`src/rtl/ahblite_arbiter_4m.sv`:
```
// rtl/ahblite_arbiter_4m.sv - Four-master AHB-Lite round-robin arbiter with burst-aware rearbitration.
// Optional locked transfers are enabled by defining AHBLITE_ARB_LOCK_EN.
module ahblite_arbiter_4m (
    input  logic       hclk_i,
    input  logic       hrst_i,
    input  logic [3:0] req_i,
    input  logic [3:0] lock_i,
    input  logic [1:0] htrans_i,
    input  logic [2:0] hburst_i,
    input  logic       hready_i,
    output logic [3:0] gnt_o,
    output logic [1:0] master_o,
    output logic [1:0] master_dp_o
);

    localparam logic [1:0] TRANS_IDLE   = 2'b00;
    localparam logic [1:0] TRANS_BUSY   = 2'b01;
    localparam logic [1:0] TRANS_NONSEQ = 2'b10;
    localparam logic [1:0] TRANS_SEQ    = 2'b11;

    localparam logic [2:0] BURST_SINGLE = 3'b000;
    localparam logic [2:0] BURST_INCR   = 3'b001;
    localparam logic [2:0] BURST_WRAP4  = 3'b010;
    localparam logic [2:0] BURST_INCR4  = 3'b011;
    localparam logic [2:0] BURST_WRAP8  = 3'b100;
    localparam logic [2:0] BURST_INCR8  = 3'b101;

    logic [3:0] r_gnt;
    logic [1:0] r_master;
    logic [1:0] r_master_dp;
    logic [3:0] r_cnt;

    logic [3:0] w_burst_len;
    logic [3:0] w_cnt_nxt;
    logic       w_arb_raw;
    logic       w_arb;
    logic [1:0] w_next_master;
    logic       w_found;
    logic [1:0] w_idx;

    // Remaining beats after the NONSEQ; undefined-length INCR is capped at 16 beats.
    always_comb begin
        w_burst_len = 4'd15;
        case (hburst_i)
            BURST_SINGLE:             w_burst_len = 4'd0;
            BURST_INCR:               w_burst_len = 4'd15;
            BURST_WRAP4, BURST_INCR4: w_burst_len = 4'd3;
            BURST_WRAP8, BURST_INCR8: w_burst_len = 4'd7;
            default:                  w_burst_len = 4'd15;
        endcase
    end

    always_comb begin
        w_cnt_nxt = r_cnt;
        if (hready_i) begin
            case (htrans_i)
                TRANS_IDLE:   w_cnt_nxt = 4'd0;
                TRANS_BUSY:   w_cnt_nxt = r_cnt;
                TRANS_NONSEQ: w_cnt_nxt = w_burst_len;
                TRANS_SEQ:    w_cnt_nxt = (r_cnt != 4'd0) ? r_cnt - 4'd1 : 4'd0;
                default:      w_cnt_nxt = r_cnt;
            endcase
        end
    end

    // An INCR owner that stops requesting gives the bus up before its beat cap.
    assign w_arb_raw = hready_i && (htrans_i != TRANS_BUSY) &&
                       ((w_cnt_nxt == 4'd0) ||
                        ((hburst_i == BURST_INCR) && !req_i[r_master]));

`ifdef AHBLITE_ARB_LOCK_EN
    assign w_arb = w_arb_raw && !lock_i[r_master];
`else
    logic w_unused_lock;
    assign w_unused_lock = ^lock_i;
    assign w_arb         = w_arb_raw;
`endif

    // Search starts one past the current owner and wraps back to it last.
    always_comb begin
        w_next_master = 2'd0;
        w_found       = 1'b0;
        w_idx         = 2'd0;
        for (int i = 1; i <= 4; i++) begin
            w_idx = r_master + 2'(i);
            if (!w_found && req_i[w_idx]) begin
                w_next_master = w_idx;
                w_found       = 1'b1;
            end
        end
    end

    always_ff @(posedge hclk_i) begin
        if (hrst_i) begin
            r_gnt       <= 4'b0001;
            r_master    <= 2'd0;
            r_master_dp <= 2'd0;
            r_cnt       <= 4'd0;
        end else begin
            r_cnt <= w_cnt_nxt;
            if (w_arb) begin
                r_master <= w_next_master;
                r_gnt    <= 4'b0001 << w_next_master;
            end
            if (hready_i) begin
                r_master_dp <= r_master;
            end
        end
    end

    assign gnt_o       = r_gnt;
    assign master_o    = r_master;
    assign master_dp_o = r_master_dp;

endmodule

```
`config.mk`:
```
export PLATFORM = sky130hd
export DESIGN_NAME = ahblite_arbiter_4m
export DESIGN_NICKNAME = d
export VERILOG_FILES = /design/src/rtl/ahblite_arbiter_4m.sv
export SDC_FILE = /design/constraint.sdc
export NUM_CORES = 1
export LEC_CHECK = 0
export ABC_AREA = 1
export CORE_MARGIN = 5
export CORE_UTILIZATION = 45
export CTS_BUF_LIST = sky130_fd_sc_hd__clkbuf_2
export CTS_CLUSTER_DIAMETER = 60
export CTS_CLUSTER_SIZE = 24
export DETAILED_ROUTE_END_ITERATION = 12
export PLACE_DENSITY_LB_ADDON = 0.25
export SYNTH_ARGS = -nofsm -noshare
export SYNTH_HDL_FRONTEND = slang
export SYNTH_SLANG_ARGS = --single-unit
```
`constraint.sdc`:
```
create_clock -name hclk_i -period 1.9 [get_ports hclk_i]
set_clock_uncertainty 0.2 [all_clocks]
set_input_delay 0.38 -clock hclk_i [delete_from_list [all_inputs] [get_ports hclk_i]]
set_output_delay 0.38 -clock hclk_i [all_outputs]
set_load 0.02 [all_outputs]
```
==> flow_metrics.env <==
export IMPL_status="complete, no violations"
export IMPL_antenna_found_initial=0
export IMPL_synth_edff_count=0
export IMPL_synth_area_um2=1000
export IMPL_nets=214
export IMPL_synth_main_ff_cell="dfxtp_1"
export IMPL_post_cts_buffers=0
export IMPL_irDropWorstVdd_uv=440
export IMPL_total_power_uw=990
export IMPL_synth_nets=181
export IMPL_syn_inst=164
export IMPL_rsz0062_at_grt="yes"
export IMPL_root_buffer="clkbuf_2"
export IMPL_slowest_delay_ns=0.62
export IMPL_start_util_pct=46.3
export IMPL_place_area_um2=1300
export IMPL_crit_slowest_cell="clkdlybuf4s50_1"
export IMPL_setup_viol=0
export IMPL_viasPerCell=5.06
export IMPL_final_common_cell="nand2_1"
export IMPL_min_from="gnt_o[1]"
export IMPL_syn_avg_cell_area_um2=6.13
export IMPL_startpoint="gnt_o[0]"
export IMPL_path_cells="clkdlybuf4s50_1"
export IMPL_drtIter0Drc=18
export IMPL_area_delta_synth_final_pct=44.5
export IMPL_seq_area_frac_synth_pct=23.9
export IMPL_finalWorstPathRequiredPeriod_ns=1.85
export IMPL_min_period_over_period_pct=97.4
export IMPL_fin_setup_tns_ns=0
export IMPL_final_cell_mix="nand2_1 (39), nand3_1 (16), nand2_2 (13), inv_1 (12)"
export IMPL_required_ns=1.32
export IMPL_cp_num_buf_inv=1
export IMPL_layout_drive_gt1_share_pct=34.7
export IMPL_placedCellCount=220
export IMPL_placement_rows=17
export IMPL_clock_sinks=12
export IMPL_crit_family="buffers and inverters"
export IMPL_dieHeight_um=57.3
export IMPL_die_area_um2=3280
export IMPL_dp_hpwl_um=1840
export IMPL_cts_tree="built"
export IMPL_finalHoldViolations=0
export IMPL_finalMaxSlewViolations=0
export IMPL_wirelength_um=2480
export IMPL_rr_startpoint="r_cnt[1]"
export IMPL_grtUsageTotal_pct=14.7
export IMPL_final_cell_count_no_fill=224
export IMPL_cts_htree_levels=1
export IMPL_hold_class="reg -> reg"
export IMPL_io_pins=24
export IMPL_overflow=0
export IMPL_worst_path_max_fanout=2
export IMPL_ys_types=25
export IMPL_portBuffers=19
export IMPL_remaining_drc_errors=0
export IMPL_cp_start_kind="flop"
export IMPL_num_antenna_cells=0
export IMPL_ys_seq_elements=12
export IMPL_setup_slack_ns=0.0497
export IMPL_core_um2=2170
export IMPL_die_width_um=57.3
export IMPL_yosysWarnings=0
export IMPL_final_area_um2=1450
export IMPL_ant_nets=0
export IMPL_worst_r2r_setup_slack_ns=0.07
export IMPL_arrival_ns=1.27
export IMPL_cp_end_kind="output port"
export IMPL_cap_violations=0
export IMPL_worst_setup_path_type="reg -> out"
export IMPL_dpl_worst_slack_ns=-0.366
export IMPL_slew_headroom_pct=83.1
export IMPL_vias=1134
export IMPL_p_leak_nw=0.753
export IMPL_worstMarginPinSlew_ns=0.251
export IMPL_grt_pass1_vias=941
export IMPL_grt_pass1_wl_um=3910
export IMPL_timing_hold_ws_ns=0.270
export IMPL_async_flop_share_pct=0
export IMPL_gp_congestion=0.928
export IMPL_fmax_ghz=0.540
export IMPL_tritoncts_num_buffers=3
export IMPL_powerDensity_nw_per_um2=682
export IMPL_cts_max_path_buffers=2
export IMPL_grt_max_degree=13
export IMPL_clk_latency_ns=0.28
export IMPL_routedWlPerCell_um=11.1
export IMPL_fin_util_pct=66.9
export IMPL_drt_first_pass_iters=4
export IMPL_path_clk_slew_ns=0.13
[worst paths after layout]
path,to,depth (start not counted)
worst min register to register,gnt_o[1],2
worst max-delay path,gnt_o[0],1
worst max register to register,gnt_o[0],13
worst min-delay path,gnt_o[1],2
[layer usage]
| metal | share of wire [%] | routed length, um | track usage, % | vias to the layer above |
|---|---|---|---|---|
| li1 | - | - | - | 593 |
| met2 | 47 | 1170 | 22.7 | 28 |
| met5 | 0 | 0 | 0 | - |
| met4 | 1.7 | 41 | 5.96 | 0 |
| met3 | 5.2 | 129 | 3.85 | 5 |
| met1 | 46 | 1140 | 19.4 | 508 |
[repair_timing]
action	4_1_cts	5_1_grt
pin swaps	1	13
gates resized for setup	8	40
setup endpoints to repair	8	6
hold buffers	0	0
[cell usage after synthesis, types with 2 or more instances]
| library cell | number | area share [%] |
|---|---|---|
| nand2_1 | 49 | 18 |
| nand3_1 | 22 | 11 |
| inv_1 | 14 | 5.2 |
| a21oi_1 | 12 | 6.0 |
| dfxtp_1 | 12 | 24 |
| nor2_1 | 11 | 4.1 |
| nand2_4 | 8 | 9.0 |
| inv_2 | 6 | 2.2 |
| nand2_2 | 4 | 2.5 |
| nand4_1 | 4 | 2.5 |
| o21ai_0 | 4 | 2.0 |
| clkinv_1 | 3 | 1.1 |
| buf_2 | 2 | 1.0 |
| nand3_2 | 2 | 2.0 |
[power breakdown]
group | leakage, nW | internal [mW] | switching (mW)
logic | 0.640 | 0.223 | 0.330
clock network | 0.0140 | 0.0457 | 0.0959
registers | 0.0994 | 0.276 | 0.0186
[area by class of cell]
cell class | count | area [um2]
clock buffer | 3 | 15.0
clock inverter | 1 | 3.75
fill | 199 | 718
inverter | 23 | 93.8
multi-input combinational | 126 | 761
sequential | 12 | 244
tap | 28 | 35.0
timing repair buffer | 31 | 299
[sequential cells by signal (all words and copies together), names as in the netlist]
name	flops
r_cnt	4
master_dp_o	2
master_o	2
gnt_o	4
[cell families after synthesis]
family / after synthesis / share of synthesized area (%)
fa+ha+maj: 1 / 1.25
flops: 12 / 23.9
xor+xnor: 1 / 0.872
buf+inv: 26 / 10.7
simple gates: 104 / 52.4
compound gates: 20 / 10.8
Power figures use the tool's default switching activity.
